**config.mk**
```make
export PLATFORM = sky130hd
export DESIGN_NAME = scr_arbiter
export DESIGN_NICKNAME = d
export VERILOG_FILES = /design/src/rtl/scr_arb_pkg.sv /design/src/rtl/scr_arb_starve_cnt.sv /design/src/rtl/scr_arbiter.sv
export SDC_FILE = /design/constraint.sdc
export NUM_CORES = 1
export LEC_CHECK = 0
export BUFFER_PORTS_ARGS = -buffer_cell sky130_fd_sc_hd__buf_4
export CAP_MARGIN = 20
export CORE_AREA = 2 2 55 57
export CTS_CLUSTER_DIAMETER = 120
export DETAILED_ROUTE_END_ITERATION = 7
export DIE_AREA = 0 0 57 59
export PLACE_DENSITY = 0.8
export SLEW_MARGIN = 20
export SYNTH_ARGS = -nofsm -noshare
export SYNTH_HDL_FRONTEND = slang
export SYNTH_SLANG_ARGS = --single-unit
```
**constraint.sdc**
```tcl
create_clock -name clk -period 2.9 [get_ports clk]
set_input_delay 0.725 -clock clk [delete_from_list [all_inputs] [get_ports clk]]
set_output_delay 0.725 -clock clk [all_outputs]
set_load 0.01 [all_outputs]
```
**src/rtl/scr_arb_pkg.sv**
```systemverilog
// Shared types and default sizing for the scratch RAM arbiter.
// Holds the arbitration state enum and the starve counter width.
package scr_arb_pkg;

    typedef enum logic {
        ARB_CPU   = 1'b0,
        ARB_FORCE = 1'b1
    } arb_state_e;

    localparam int DEF_ADDR_W       = 8;
    localparam int DEF_DATA_W       = 10;
    localparam int DEF_STARVE_LIMIT = 4;
    localparam int CNT_W            = 4;

endpackage

```
**src/rtl/scr_arb_starve_cnt.sv**
```systemverilog
// Counts consecutive denied DMA cycles, saturating at LIMIT.
// The limit flag fires in the cycle whose edge brings the count to LIMIT.
module scr_arb_starve_cnt
    import scr_arb_pkg::*;
#(
    parameter int LIMIT = DEF_STARVE_LIMIT
) (
    input  logic clk,
    input  logic rst,
    input  logic dma_req,
    input  logic dma_gnt,
    output logic limit
);

    localparam logic [CNT_W-1:0] LIM = CNT_W'(LIMIT);

    logic [CNT_W-1:0] count;
    logic             starved;

    assign starved = dma_req && !dma_gnt;
    assign limit   = starved && (count == LIM - 1'b1);

    // A grant or a dropped request both end the starvation streak.
    always_ff @(posedge clk or posedge rst) begin
        if (rst) begin
            count <= '0;
        end else if (!starved) begin
            count <= '0;
        end else if (count != LIM) begin
            count <= count + 1'b1;
        end
    end

endmodule

```
**src/rtl/scr_arbiter.sv**
```systemverilog
// Scratch RAM arbiter: CPU has priority, DMA gets a forced grant after
// STARVE_LIMIT consecutive denied cycles. RAM read is asynchronous.
module scr_arbiter
    import scr_arb_pkg::*;
#(
    parameter int ADDR_W       = DEF_ADDR_W,
    parameter int DATA_W       = DEF_DATA_W,
    parameter int STARVE_LIMIT = DEF_STARVE_LIMIT
) (
    input  logic              clk,
    input  logic              rst,
    input  logic              cpu_req,
    input  logic              cpu_we,
    input  logic [ADDR_W-1:0] cpu_addr,
    input  logic [DATA_W-1:0] cpu_wdata,
    output logic [DATA_W-1:0] cpu_rdata,
    output logic              cpu_stall,
    input  logic              dma_req,
    input  logic              dma_we,
    input  logic [ADDR_W-1:0] dma_addr,
    input  logic [DATA_W-1:0] dma_wdata,
    output logic              dma_gnt,
    output logic [DATA_W-1:0] dma_rdata,
    output logic              dma_rvalid,
    output logic              ram_we,
    output logic [ADDR_W-1:0] ram_addr,
    output logic [DATA_W-1:0] ram_din,
    input  logic [DATA_W-1:0] ram_dout
);

    arb_state_e state;
    logic       cpu_win;
    logic       dma_win;
    logic       starve_hit;

    always_comb begin
        dma_win = dma_req && (state == ARB_FORCE || !cpu_req);
        cpu_win = cpu_req && !dma_win;
    end

    assign cpu_stall = cpu_req && !cpu_win;
    assign dma_gnt   = dma_win;

    // With no grant the CPU side still drives address/data, write held off.
    assign ram_we    = dma_win ? dma_we    : (cpu_win && cpu_we);
    assign ram_addr  = dma_win ? dma_addr  : cpu_addr;
    assign ram_din   = dma_win ? dma_wdata : cpu_wdata;
    assign cpu_rdata = ram_dout;

    scr_arb_starve_cnt #(
        .LIMIT (STARVE_LIMIT)
    ) u_starve (
        .clk     (clk),
        .rst     (rst),
        .dma_req (dma_req),
        .dma_gnt (dma_win),
        .limit   (starve_hit)
    );

    always_ff @(posedge clk or posedge rst) begin
        if (rst) begin
            state      <= ARB_CPU;
            dma_rvalid <= 1'b0;
            dma_rdata  <= '0;
        end else begin
            dma_rvalid <= dma_win && !dma_we;
            if (dma_win && !dma_we) begin
                dma_rdata <= ram_dout;
            end
            // Forced priority lasts one cycle: it either grants or finds no request.
            case (state)
                ARB_CPU:   if (starve_hit) state <= ARB_FORCE;
                ARB_FORCE: state <= ARB_CPU;
                default:   state <= ARB_CPU;
            endcase
        end
    end

endmodule

```
After elaboration in Yosys (flattened, before gate mapping). Index checks and enable logic that the tools add are counted.

Bits in registers: 16. Bits in latches: 0. Memory bits (writable): 0. Bits in read-only memories: 0. Output and inout port bits: 42. Logic and storage cells: 28. Memories kept: 0.

Add/subtract/negate cells: 1. Multipliers: 0. Divide/modulo/power cells: 0. $lt $le $gt $ge: 0. Equality and inequality tests: 3. Shifts and indexed selects: 0. Multiplexer cells: 7. Bitwise operators: 1. Reductions and logical operators: 12.

Operator list (count): 10-bit two-way mux (1); 4-bit two-way mux (2); 8-bit two-way mux (1); 1-bit logical AND (7); 4-bit by 1-bit adder with 4-bit output, second input constant (1); 4-bit by 2-bit == test with 1-bit output, second input constant (1); 1-bit logical NOT (4); 4-bit by 3-bit != test with 1-bit output, second input constant (1); 1-bit two-way mux (2); 2-bit != test, second input constant (1); 1-bit case mux with 2 select lines (1); 1-bit logical OR (1); 1-bit NOT (1).

Depth between registers and ports, before layout.
Word-level depth: 8. Gate-level depth with buffers: 5. Mapped depth without buffers: 5.

Cells and area by module. A second synthesis with hierarchy kept.

Cells, all modules: 87. Area total of the unflattened synthesis: 1089.8 um^2.

Modules (own cells, without submodules): scr_arbiter (times used 1, cells an instance 61, area an instance 822.0 um^2, seq. area each 300.3 um^2); scr_arb_starve_cnt (times used 1, cells an instance 26, area an instance 267.8 um^2, seq. area each 100.1 um^2).

Worst setup path before layout. Ideal clock, no wire load.

Path kind: input to output. Start: input port cpu_req. End: output port ram_din[8]. Data arrival time: 1513 ps. Required time: 2175 ps. Path slack: 662 ps. Cell stages on the path: 4. Path through: nor2b_4 -> nand2b_4 -> buf_6 -> mux2_1.

Word-level cells in the longest chain between the ends: 4.

Ends and longest elaborated chain: from (decl) (RTL line scr_arbiter.sv:12) `input logic cpu_req,`; 1-bit logical NOT (RTL line scr_arbiter.sv:37) `dma_win = dma_req && (state == ARB_FORCE || !cpu_req);`; 1-bit logical OR (RTL line scr_arbiter.sv:37); 1-bit logical AND (RTL line scr_arbiter.sv:37); 10-bit two-way mux (RTL line scr_arbiter.sv:47) `assign ram_din = dma_win ? dma_wdata : cpu_wdata;`; to (decl) (RTL line scr_arbiter.sv:27) `output logic [DATA_W-1:0] ram_din,`.

No other way between the ends.

Worst setup path after layout.
Start: input port cpu_req. End: output port ram_addr[3].

Word-level cells in the longest chain between the ends: 4.

Ends and longest elaborated chain: 1-bit logical NOT (RTL line scr_arbiter.sv:37); 1-bit logical OR (RTL line scr_arbiter.sv:37); 1-bit logical AND (RTL line scr_arbiter.sv:37); 8-bit two-way mux (RTL line scr_arbiter.sv:46) `assign ram_addr = dma_win ? dma_addr : cpu_addr;`; to (decl) (RTL line scr_arbiter.sv:26) `output logic [ADDR_W-1:0] ram_addr,`.

No other way between the ends.

==> out/metrics.csv <==
stage,metric,value,unit
pwr,powerDensity,389.4,mW/mm2
routing,viasPerCell,4.677,
finish,num-fill-cells,215,
timing,rsz0062_at_grt,false,
pwr,switchingPower,0.0001748,W
routing,wl_per_cell,13.41,um
timing,fin_crit_sh,87.25,%
worst_setup_path,path_cells,buf_4 -> nor2b_4 -> nand2b_4 -> mux2_2 -> buf_4,
grt,grt-ovfl-total,0,
worst_setup_path,slowest_delay,0.38,ns
synthesis,syn_avg_cell_area,11.97,um2
finish,seq_area,400.4,um2
synthesis,syn_inst,85,
pwr,switching_share,26.58,%
synthesis,yosysUniqueCellTypes,20,
worst_setup_path,critPathLaunchType,input pin,
die,core.rowCount,19,
pwr,internal_power,0.0004830,W
worst_setup_path,path_max_fanout,20,
timing,fin_crit,2.530,ns
timing,tns,0,ns
worst_setup_path,cp.arrival,1.81,ns
clocking,cts_tree,built,
timing,fmax,0.3952,GHz
routing,first_pass_iters,4,
timing,hold_viol_final,0,
worst_setup_path,crit_required,2.17,ns
routing,remaining_drc_errors,0,
grt,track_usage,16.07,%
die,die_area,0.003363,mm2
worst_hold_path,hold_class,in -> async,
synthesis,syn_area,0.001017,mm2
worst_setup_path,cp-end-kind,output port,
clocking,insertion_delay,0.28,ns
finish,multiInputGateArea,489.2,um2
worst_setup_path,crit_slowest_cell,mux2_2,
placed_design,port_buffers,93,
finish,nets,225,
placed_design,gp_congestion,0.9106,
placed_design,place_area,0.001653,mm2
clocking,cts-root-buf,clkbuf_4,
pwr,combPwrFrac,37.3,%
synthesis,synth_seq_cells,16,
die,die_y,59,um
pwr,pwr-share-clk,22.2,%
routing,wl,2696,um
routing,antenna_left,0,
clocking,cts_buffer_depth,2,
die,initial_core_util,37.53,%
routing,drt_iter0_markers,28,
finish,drive_gt1_share,75.88,%
grt,grt_pass1_wl,4174,um
worst_setup_path,crit_type,in -> out,
synthesis,synth_nets,139,
flow_run,cap_violations,0,
worst_setup_path,cp_common_cell,buf_4,
finish,antennaDiodeCount,0,
routing,vias,940,
finish,fin_area,0.001689,mm2
synthesis,ys_seq_area_share,39.36,%
clocking,postCtsSetupRepairBufs,0,
timing,worstMarginPinSlew,0.5965,ns
timing,skew,0.001457,ns
die,core_area,0.002710,mm2
timing,finalMaxSlewViolations,0,
clocking,cts_hold_buf,0,
pwr,seqPwrFrac,40.4,%
clocking,cts_inserted_buffers,3,
die,io_pins,94,
clocking,path_clk_slew,0.09,ns
finish,syn_to_final_growth,66.05,%
die,die_x,57,um
timing,slew_headroom,60.19,%
grt,antenna_found_initial,0,
grt,grt_max_degree,21,
timing,finalSetupViolations,0,
pwr,total_power,0.0006578,W
clocking,h-tree-depth,1,
clocking,clkSinkCount,16,
pwr,cellLeakagePower,0.8880,nW
grt,grt_pass1_vias,909,
synthesis,ys_warn_count,0,
clocking,cts_resized,0,
outcome,outcome,finished clean,
pwr,ir_worst_vdd,0.3515,mV
placed_design,post-dp-hpwl,2243,um
## flip-flops by register name (all words and copies together) (netlist names)
signal          count
u_starve.count      4
dma_rvalid          1
state               1
dma_rdata          10
## path summary, 6_finish.rpt
kind / from / to / slack (ns) / depth (start not counted)
worst max-delay path: cpu_req / ram_addr[3] / 0.37 / 5
worst min-delay path: rst / dma_rdata[7] / 0.50 / 2
worst max register to register: state / dma_rdata[9] / 1.58 / 4
worst min register to register: u_starve.count[3] / state / 0.51 / 1
max in group asynchronous: rst / dma_rdata[8] / 2.02 / 2
min in group clk: u_starve.count[3] / state / 0.51 / 1
## power groups by stage
| stage | combinational, W | clock, W | sequential [W] |
|---|---|---|---|
| 2_1_floorplan | 0.0000981 | 0 | 0.000283 |
| 3_3_place_gp | 0.000245 | 0 | 0.000270 |
| 3_5_place_dp | 0.000249 | 0 | 0.000271 |
| 4_1_cts | 0.000250 | 0.000154 | 0.000266 |
| 5_1_grt | 0.000263 | 0.000161 | 0.000271 |
| 6_report | 0.000246 | 0.000146 | 0.000266 |
## routing by layer
metal,global-route usage [%],part of all wire (%),up-vias
li1,-,-,451
met1,17.17,36,426
met2,30.38,51,58
met3,4.803,12,5
met4,4.983,1.0,0
met5,0,0,-
## metrics by stage
stage | std cells | worst slack [ns] | hold WS [ns] | util [%]
2_1_floorplan | 85 | 0.6617 | 0.4656 | -
3_3_place_gp | 197 | 0.3966 | 0.4867 | 60.99
3_5_place_dp | 197 | 0.3607 | 0.4937 | 60.99
4_1_cts | 201 | 0.3592 | 0.5055 | 62.33
5_1_grt | 201 | 0.2996 | 0.5379 | 62.33
6_report | 201 | 0.3697 | 0.5005 | 62.33
## cell families after synthesis
group | synth area share [%]
simple gates | 10.82
buf+inv | 12.55
fa+ha+maj | 2.460
mux | 32.96
xor+xnor | 0.8612
flops | 39.36
compound gates | 0.9840
## synthesized netlist by cell type
cell type   n  area, um2
xnor2_1     1      8.760
buf_4      10      75.07
nor2b_4     1      13.76
nor3b_4     1      18.77
buf_6       3      33.78
nor4b_1     1      8.760
dfrtp_1    16      400.4
mux2i_1     2      20.02
nor2_1      5      18.77
inv_1       5      18.77
nand3_1     1      5.000
and3_2      1      7.510
a21oi_1     2      10.01
nand2b_4    1      13.76
nor3_1      1      5.000
ha_1        2      25.02
nand2_1     3      11.26
nand3b_1    1      7.510
mux2_2     27      304.0
mux2_1      1      11.26
## layout by cell type (no fill, tap or decap)
master	netlist	final
a21oi_1	2	2
nor3b_4	1	1
mux2i_1	2	2
and3_2	1	1
nand2b_4	1	1
nand2_1	3	3
mux2_1	1	1
nand3_1	1	1
clkbuf_4	0	3
nor4b_1	1	1
xnor2_1	1	1
clkbuf_8	0	1
nor3_1	1	1
buf_4	10	94
inv_1	5	5
ha_1	2	2
nor2_1	5	5
dfrtp_1	16	16
nand3b_1	1	1
nor2b_4	1	1
mux2_2	27	27
## layout make-up
class	instances	share of cell area (%)
timing repair buffer	94	41.78
clock buffer	4	2.148
tap	31	2.296
inverter	5	1.111
multi-input combinational	51	28.96
sequential	16	23.70
## worst max-delay path: cells and delay by family
family | cells | cell delay (ns)
buffers and inverters | 2 | 0.23
muxes | 1 | 0.38
and+or+nand+nor | 2 | 0.47
Power figures use the tool's default switching activity.
